--- config.mk ---
export PLATFORM = sky130hd
export DESIGN_NAME = fu_issue_queue
export DESIGN_NICKNAME = d
export VERILOG_FILES = /design/src/rtl/fu_pkg.sv /design/src/rtl/fu_sync_fifo.sv /design/src/rtl/fu_issue_queue.sv
export SDC_FILE = /design/constraint.sdc
export NUM_CORES = 1
export LEC_CHECK = 0
export CAP_MARGIN = 20
export CORE_MARGIN = 3
export CORE_UTILIZATION = 51
export DETAILED_ROUTE_END_ITERATION = 16
export PLACE_DENSITY = 0.78
export SKIP_CTS_REPAIR_TIMING = 1
export SLEW_MARGIN = 20
export SYNTH_ARGS = -nofsm -noshare
export SYNTH_HDL_FRONTEND = slang
export SYNTH_HIERARCHICAL = 1
export SYNTH_SLANG_ARGS = --single-unit
--- constraint.sdc ---
create_clock -name clk -period 4.4 [get_ports clk]
set_input_delay 0.44 -clock clk [delete_from_list [all_inputs] [get_ports clk]]
set_output_delay 0.44 -clock clk [all_outputs]
set_load 0.01 [all_outputs]
--- src/rtl/fu_pkg.sv ---
// Shared types for the functional-unit issue path.
package fu_pkg;

    localparam int unsigned FU_DW = 8;

    typedef logic [2:0] fu_op_t;

    typedef struct packed {
        fu_op_t             instruction;
        logic [FU_DW-1:0]   A;
        logic [FU_DW-1:0]   B;
    } fu_triple_t;

endpackage

--- src/rtl/fu_sync_fifo.sv ---
// Synchronous FIFO of fu_triple_t entries with occupancy count.
// Caller guarantees no push when full and no pop when empty.
module fu_sync_fifo
    import fu_pkg::*;
#(
    parameter int unsigned DEPTH = 4,
    parameter int unsigned CW    = $clog2(DEPTH + 1)
) (
    input  logic            clk,
    input  logic            rst_n,
    input  logic            i_push,
    input  fu_triple_t      i_wdata,
    input  logic            i_pop,
    output fu_triple_t      o_rdata,
    output logic [CW-1:0]   o_count,
    output logic            o_empty,
    output logic            o_full
);

    localparam int unsigned PW = $clog2(DEPTH);

    fu_triple_t         r_mem [DEPTH];
    logic [PW-1:0]      r_wr_ptr;
    logic [PW-1:0]      r_rd_ptr;
    logic [CW-1:0]      r_count;

    // Storage array; no reset needed since reads are gated by count.
    always_ff @(posedge clk) begin
        if (i_push) begin
            r_mem[r_wr_ptr] <= i_wdata;
        end
    end

    // Pointers wrap naturally because DEPTH is a power of two.
    always_ff @(posedge clk or negedge rst_n) begin
        if (!rst_n) begin
            r_wr_ptr <= '0;
            r_rd_ptr <= '0;
        end else begin
            if (i_push) r_wr_ptr <= r_wr_ptr + PW'(1);
            if (i_pop)  r_rd_ptr <= r_rd_ptr + PW'(1);
        end
    end

    // Occupancy: unchanged on simultaneous push and pop.
    always_ff @(posedge clk or negedge rst_n) begin
        if (!rst_n) begin
            r_count <= '0;
        end else begin
            case ({i_push, i_pop})
                2'b10:   r_count <= r_count + CW'(1);
                2'b01:   r_count <= r_count - CW'(1);
                default: r_count <= r_count;
            endcase
        end
    end

    assign o_rdata = r_mem[r_rd_ptr];
    assign o_count = r_count;
    assign o_empty = (r_count == '0);
    assign o_full  = (r_count == CW'(DEPTH));

endmodule

--- src/rtl/fu_issue_queue.sv ---
// Operand-issue stage in front of the combinational Functional_Unit:
// FIFO -> S1 (issue register driving fu_*) -> S2 (result register).
// Optional completed-result counter enabled by FU_ISSUE_OPCNT_EN.
module fu_issue_queue
    import fu_pkg::*;
#(
    parameter int unsigned DEPTH = 4,
    parameter int unsigned CW    = $clog2(DEPTH + 1)
) (
    input  logic            clk,
    input  logic            rst_n,
    input  logic            in_valid,
    output logic            in_ready,
    input  logic [2:0]      in_instruction,
    input  logic [7:0]      in_A,
    input  logic [7:0]      in_B,
    output logic [2:0]      fu_instruction,
    output logic [7:0]      fu_A,
    output logic [7:0]      fu_B,
    input  logic [7:0]      fu_F,
    output logic            out_valid,
    input  logic            out_ready,
    output logic [7:0]      out_F,
    output logic [2:0]      out_instruction,
    output logic [CW-1:0]   count,
    output logic [15:0]     op_count
);

    fu_triple_t         w_wdata;
    fu_triple_t         w_head;
    logic [CW-1:0]      w_count;
    logic               w_empty;
    logic               w_full;
    logic               w_push;
    logic               w_s1_adv;
    logic               w_s1_load;

    logic               r_s1_valid;
    fu_triple_t         r_s1;
    logic               r_s2_valid;
    logic [FU_DW-1:0]   r_s2_f;
    fu_op_t             r_s2_instr;

    assign w_wdata = '{instruction: in_instruction, A: in_A, B: in_B};

    // No pop-to-push bypass: a full FIFO refuses even while popping.
    assign in_ready  = !w_full;
    assign w_push    = in_valid && in_ready;
    assign w_s1_adv  = r_s1_valid && (!r_s2_valid || out_ready);
    assign w_s1_load = !w_empty && (!r_s1_valid || w_s1_adv);

    fu_sync_fifo #(
        .DEPTH (DEPTH),
        .CW    (CW)
    ) u_fifo (
        .clk     (clk),
        .rst_n   (rst_n),
        .i_push  (w_push),
        .i_wdata (w_wdata),
        .i_pop   (w_s1_load),
        .o_rdata (w_head),
        .o_count (w_count),
        .o_empty (w_empty),
        .o_full  (w_full)
    );

    // S1 issue register; payload holds its last value when S1 empties.
    always_ff @(posedge clk or negedge rst_n) begin
        if (!rst_n) begin
            r_s1_valid <= 1'b0;
            r_s1       <= '0;
        end else if (w_s1_load) begin
            r_s1_valid <= 1'b1;
            r_s1       <= w_head;
        end else if (w_s1_adv) begin
            r_s1_valid <= 1'b0;
        end
    end

    // S2 result register; fu_F is sampled only when S1 advances.
    always_ff @(posedge clk or negedge rst_n) begin
        if (!rst_n) begin
            r_s2_valid <= 1'b0;
            r_s2_f     <= '0;
            r_s2_instr <= '0;
        end else if (w_s1_adv) begin
            r_s2_valid <= 1'b1;
            r_s2_f     <= fu_F;
            r_s2_instr <= r_s1.instruction;
        end else if (r_s2_valid && out_ready) begin
            r_s2_valid <= 1'b0;
        end
    end

`ifdef FU_ISSUE_OPCNT_EN
    logic [15:0] r_op_count;

    // Completed-result counter, wraps at 16 bits.
    always_ff @(posedge clk or negedge rst_n) begin
        if (!rst_n) begin
            r_op_count <= '0;
        end else if (r_s2_valid && out_ready) begin
            r_op_count <= r_op_count + 16'd1;
        end
    end

    assign op_count = r_op_count;
`else
    assign op_count = 16'h0000;
`endif

    assign fu_instruction  = r_s1.instruction;
    assign fu_A            = r_s1.A;
    assign fu_B            = r_s1.B;
    assign out_valid       = r_s2_valid;
    assign out_F           = r_s2_f;
    assign out_instruction = r_s2_instr;
    assign count           = w_count;

endmodule

==> results.py, run 1 <==
metrics = {
    "run_status": {
        "status": "complete, no violations",
    },
    "setup_path": {
        "crit_path_start_kind": "flop",
        "cp.arrival_ns": 2.50,
        "path_class": "flop to flop",
        "path_cells": "inv_1 > and3_1 > nor2b_1 > and2_1",
        "critical-path-top-delay-family": "simple AND/OR/NAND/NOR gates",
        "crit_path_end_kind": "flop",
        "cp_slowest_cell": "and2_1",
        "max_stage_delay_ns": 0.91,
        "crit_buf_inv": 1,
        "crit_required_ns": 4.51,
        "cp_max_fo": 19,
    },
    "floorplan": {
        "die_y_um": 100.6,
        "ios": 82,
        "dieArea_mm2": 0.01011,
        "core_mm2": 0.008464,
        "rows": 33,
        "initial_utilization": 0.5387,
        "die-width_um": 100.6,
    },
    "layout": {
        "fillCellCount": 566,
        "diodes": 0,
        "multi_input_area_mm2": 0.001147,
        "drive_gt1_frac": 0.2476,
        "regArea_mm2": 0.003258,
        "fin_nets": 339,
        "area_delta_synth_final_pct": 26.21,
    },
    "global_route": {
        "grt_pass1_vias": 2340,
        "antenna_found_initial": 0,
        "grt_max_degree": 40,
        "grt_pass1_wl_um": 12500,
        "grt_usage": 0.1704,
        "grt-ovfl-total": 0,
    },
    "clock_network": {
        "clock_latency_ns": 0.51,
        "clockRootBuffer": "clkbuf_8",
        "cts_tree": "done",
        "cts_buffers": 17,
        "clk_pin_slew_worst_paths_ns": 0.05,
        "clock-sinks": 115,
        "clockBufferDepth": 2,
        "h-tree-depth": 4,
    },
    "synthesis": {
        "synth.distinct_cells": 25,
        "async_reset_ff_frac": 0.3391,
        "netlist_area_mm2": 0.004559,
        "synth_fa_ha_area_frac": 0.01811,
        "synth-compound-area-share": 0.005763,
        "synth_xor_area_frac": 0.01153,
        "synth.most_common_cell": "edfxtp_1",
        "syn_area_per_cell_um2": 20.26,
        "synth_area_leaders": "edfxtp_1 50%, dfrtp_1 21%, mux4_2 8.9%",
        "synthTopCellsByCount": "76 x edfxtp_1, 39 x dfrtp_1, 19 x mux2_4",
        "yosys_register_bits": 115,
        "synth_top_area_frac": 0.5005,
        "synth_area_leader_cell": "edfxtp_1",
        "synth.mux.area_fraction": 0.1866,
        "synth_top_family_by_area": "multiplexers",
        "synth-simple-area-share": 0.01647,
        "ys_seq_area_frac": 0.7146,
        "yosysWarnings": 6,
        "synth-edff-count": 76,
        "synth_cells": 225,
        "ys.flop_type": "edfxtp_1",
    },
    "detailed_routing": {
        "postRouteAntennaNets": 0,
        "drt-total-wl_um": 7703,
        "first_iter_violations": 78,
        "drc": 0,
        "viasPerCell": 5.219,
        "firstDrtPassIters": 4,
        "via_count": 2192,
        "wire_per_inst_um": 18.34,
    },
    "timing": {
        "period_needed_ns": 2.389,
        "slew_headroom": 0.2980,
        "hold_viol": 0,
        "max_clock_freq_mhz": 418.6,
        "setup_violations": 0,
        "worst_pin_slew_ns": 1.053,
        "hold_ws_ns": 0.05262,
        "rsz0062_at_grt": "no",
        "slew_violations": 0,
        "skew_ns": 0.01389,
        "finalCritPeriodShare": 0.5429,
        "setup_tns_ns": 0,
    },
    "flow_run": {
        "max-cap-violations": 0,
    },
    "worst_hold_path": {
        "worstHoldPathType": "primary input to async pin",
    },
    "placement": {
        "place_congestion": 0.6659,
        "portBuffers": 65,
        "dp_hpwl_um": 4716,
    },
    "power": {
        "p_leak_nw": 2.212,
        "ir_drop_v": 0.0004729,
        "power_density_mw_per_mm2": 718.5,
    },
}
## per-layer routing
metal,GRT usage,vias up,share of wire
met1,0.2089,1122,0.42
met5,0,-,0
met3,0.05882,14,0.056
met2,0.2757,82,0.51
met4,0.07461,0,0.015
li1,-,974,-
## worst reg2reg max path, delay by kind of cell, from the launching register on
family | cells | cell delay, ns
buffers and inverters | 1 | 0.10
AND/OR/NAND/NOR | 3 | 1.48
flip-flops | 1 | 0.41
## report_power, final
group | total (mW) | switching, mW | internal (mW) | leakage, nW
Sequential | 1.67 | 0.189 | 1.49 | 1.15
Combinational | 1.25 | 0.489 | 0.756 | 0.798
Clock | 1.22 | 0.428 | 0.788 | 0.267
Total | 4.13 | 1.11 | 3.03 | 2.21
## metrics by stage
stage	area (um^2)	setup WS, ns	utilization	total power, mW	std cells
after floorplan	4616	2.447	-	2.480	240
after global placement	5220	1.719	0.6167	2.905	388
after detailed placement	5220	1.641	0.6167	2.950	388
after CTS	5754	2.018	0.6798	4.198	420
after global routing	5754	1.821	0.6798	4.352	420
final	5754	2.011	0.6798	4.135	420
## cells in the final DEF (no fill, tap or decap), types with 5 or more instances in the layout
cell	netlist	routed
edfxtp_1	76	76
clkdlybuf4s50_1	0	64
dfrtp_1	39	39
mux2_4	19	19
mux4_2	18	18
conb_1	1	16
clkbuf_16	0	16
mux2_2	11	11
inv_1	8	8
clkbuf_1	0	6
ha_1	5	5
## path summary, 6_finish.rpt
kind	depth (start not counted)	endpoint	startpoint	slack [ns]
worst min-delay path	1	u_fifo/o_count[0]	rst_n	0.05
worst max register to register	4	u_fifo/r_mem[1][18]	u_fifo/o_count[0]	2.01
worst min register to register	2	out_valid	r_s1_valid	0.50
max in group asynchronous	1	fu_B[0]	rst_n	3.79
worst max-delay path	4	u_fifo/r_mem[1][18]	u_fifo/o_count[0]	2.01
min in group clk	2	out_valid	r_s1_valid	0.50
## flip-flops by register name, indices dropped and copies added, names as in the netlist
name,flops
u_fifo/o_count,3
out_F,8
u_fifo/r_mem,76
r_s1_valid,1
out_valid,1
fu_A,8
u_fifo/r_wr_ptr,2
u_fifo/r_rd_ptr,2
fu_B,8
out_instruction,3
fu_instruction,3
## area by class of cell
| class | count | area share |
|---|---|---|
| sequential | 115 | 0.5662 |
| tap | 105 | 0.02283 |
| inverter | 8 | 0.005219 |
| multi-input combinational | 94 | 0.1994 |
| timing repair buffer | 66 | 0.1135 |
| clock inverter | 6 | 0.009785 |
| clock buffer | 26 | 0.08306 |
## cells by family (layout without fill, tap and decap cells)
kind of cell             count (synthesis)  count (layout)
AO/OA/AOI/OAI                            3               3
flip-flops                             115             115
multiplexers                            50              50
buffers and inverters                   31             106
adder cells (fa/ha/maj)                  6               6
other                                    1              16
XOR/XNOR                                 6               6
AND/OR/NAND/NOR                         13              13
(Power assumes the default switching activity.)
==> run 2, diff against run 1 <==
==> constraint.sdc (replaced) <==
create_clock -name clk -period 2.2 [get_ports clk]
set_input_delay 0.22 -clock clk [delete_from_list [all_inputs] [get_ports clk]]
set_output_delay 0.22 -clock clk [all_outputs]
set_load 0.01 [all_outputs]
==> run 2 against run 1 <==
Final cell count grew 2.6%. Setup slack got worse by 1.8 ns. Non-clock buffer count is 11 higher. Sequential share of layout area decreased by 1.9 points. Design area rose by 3.5%. First-iteration DRC count rose by 29%. Total power up 120%. Largest power group unchanged. Highest routed layer unchanged.
==> results.py, run 2 (synthesis results as in run 1) <==
metrics = {
    "detailed_routing": {
        "drc": 0,
        "postRouteAntennaNets": 0,
        "first_iter_violations": 101,
        "wire_per_inst_um": 18.72,
        "drt-total-wl_um": 8067,
        "firstDrtPassIters": 4,
        "viasPerCell": 5.172,
        "via_count": 2229,
    },
    "worst_hold_path": {
        "worst_hold_path.num_cells": 2,
        "worstHoldPathType": "primary input to flop",
    },
    "power": {
        "combPwrFrac": 0.301,
        "netSwitchingPower_mw": 2.329,
        "seqPwrFrac": 0.365,
        "power_frac_clock": 0.334,
        "p_sw_frac": 0.2604,
        "p_leak_nw": 2.308,
        "power_mw": 8.941,
        "p_int_mw": 6.613,
        "ir_drop_v": 0.0009041,
        "power_density_mw_per_mm2": 1501,
    },
    "setup_path": {
        "crit_required_ns": 1.98,
        "r2r_cells": 10,
        "cp.arrival_ns": 1.74,
        "path_class": "flop to output pin",
        "crit_path_end_kind": "output pin",
        "crit_path_start_kind": "flop",
        "cp_max_fo": 4,
    },
    "global_route": {
        "grt-ovfl-total": 0,
        "grt_pass1_wl_um": 13010,
        "antenna_found_initial": 0,
        "grt_max_degree": 40,
        "grt_usage": 0.1780,
        "grt_pass1_vias": 2447,
    },
    "timing": {
        "setup_tns_ns": 0,
        "setup_violations": 0,
        "slew_headroom": 0.3918,
        "worst_pin_slew_ns": 0.9124,
        "period_needed_ns": 1.957,
        "max_clock_freq_mhz": 511.0,
        "rsz0062_at_grt": "no",
        "hold_ws_ns": 0.3283,
        "skew_ns": 0.01070,
        "hold_viol": 0,
        "finalCritPeriodShare": 0.8896,
        "slew_violations": 0,
    },
    "flow_run": {
        "max-cap-violations": 0,
    },
    "layout": {
        "layout_commonest_cell": "edfxtp_1",
        "drive_gt1_frac": 0.2822,
        "diodes": 0,
        "area_delta_synth_final_pct": 30.65,
        "largest_reg_flops": 76,
        "top_register": "u_fifo/r_mem",
        "final_cell_mix": "76 x edfxtp_1, 64 x clkdlybuf4s50_1, 39 x dfrtp_1, 19 x mux2_4, 18 x mux4_2",
        "fin_nets": 350,
        "regArea_mm2": 0.003258,
        "multi_input_area_mm2": 0.001147,
        "fillCellCount": 541,
    },
    "floorplan": {
        "die-width_um": 100.6,
        "initial_utilization": 0.5387,
        "ios": 82,
        "die_y_um": 100.6,
        "core_mm2": 0.008464,
        "dieArea_mm2": 0.01011,
        "rows": 33,
    },
    "clock_network": {
        "clockRootBuffer": "clkbuf_8",
        "h-tree-depth": 4,
        "cts_buffers": 17,
        "clock-sinks": 115,
        "clock_latency_ns": 0.51,
        "clk_pin_slew_worst_paths_ns": 0.06,
        "cts_tree": "done",
        "clockBufferDepth": 2,
    },
    "run_status": {
        "status": "complete, no violations",
    },
    "placement": {
        "portBuffers": 65,
        "place_congestion": 0.7208,
        "dp_hpwl_um": 4780,
    },
}
## run 2: cell count changes in the layout (fill, tap and decap cells not counted), sizes merged
| cell | before | now |
|---|---|---|
| clkbuf | 26 | 18 |
| dlygate4sd3 | 0 | 1 |
| buf | 2 | 12 |
| clkinvlp | 0 | 3 |
| bufinv | 1 | 6 |
## run 2: metrics by stage
step,worst slack (ns),std cells,cell area [um^2],util
2_1_floorplan,0.2467,240,4616,-
3_3_place_gp,0.1995,398,5295,0.6256
3_5_place_dp,0.1417,398,5295,0.6256
4_1_cts,0.2147,430,5947,0.7026
5_1_grt,0.1165,431,5957,0.7038
6_report,0.2429,431,5957,0.7038
## run 2: layer usage
| layer | GRT usage | vias to the layer above | wire (um) |
|---|---|---|---|
| met4 | 0.07047 | 0 | 112 |
| met5 | 0 | - | 0 |
| met3 | 0.06505 | 11 | 544 |
| li1 | - | 1001 | - |
| met2 | 0.2977 | 90 | 4146 |
| met1 | 0.2100 | 1127 | 3263 |
## run 2: path summary, 6_finish.rpt
| kind | startpoint | slack [ns] | end |
|---|---|---|---|
| max | u_fifo/o_count[0] | 0.24 | in_ready |
| min | fu_F[1] | 0.33 | out_F[1] |
| max reg2reg | u_fifo/o_count[0] | 0.30 | u_fifo/o_count[2] |
| min reg2reg | out_F[0] | 0.50 | out_F[0] |
| max in group asynchronous | rst_n | 1.25 | fu_instruction[1] |
| min in group asynchronous | rst_n | 0.38 | out_valid |
## run 2: final cells by class
type	count	share of cell area
clock inverter	14	0.03928
multi-input combinational	94	0.1926
timing repair buffer	77	0.1239
tap	105	0.02205
clock buffer	18	0.07015
sequential	115	0.5469
inverter	8	0.005041
## run 2: power groups by stage
| stage | clock network [mW] | logic (mW) | registers, mW |
|---|---|---|---|
| 4_1_cts | 3.04 | 2.73 | 3.27 |
| 5_1_grt | 3.14 | 2.91 | 3.33 |
| 3_3_place_gp | 0 | 2.63 | 3.27 |
| 6_report | 2.98 | 2.69 | 3.27 |
| 2_1_floorplan | 0 | 1.61 | 3.35 |
| 3_5_place_dp | 0 | 2.70 | 3.29 |
## run 2: critical path, cell delays in order (launching register included)
cell	delay (ns)
dfrtp_1	0.40
inv_1	0.09
and3_1	0.16
inv_1	0.05
clkdlybuf4s50_1	0.52
==> run 3, diff against run 2 <==
--- a/config.mk
+++ b/config.mk
@@ -9,6 +9,7 @@
 export CORE_MARGIN = 3
 export CORE_UTILIZATION = 51
 export DETAILED_ROUTE_END_ITERATION = 16
+export HOLD_SLACK_MARGIN = 0.05
 export PLACE_DENSITY = 0.78
 export SKIP_CTS_REPAIR_TIMING = 1
 export SLEW_MARGIN = 20
==> results of run 3 <==
No change in the layout: final DEF, timing and power equal those of run 2.
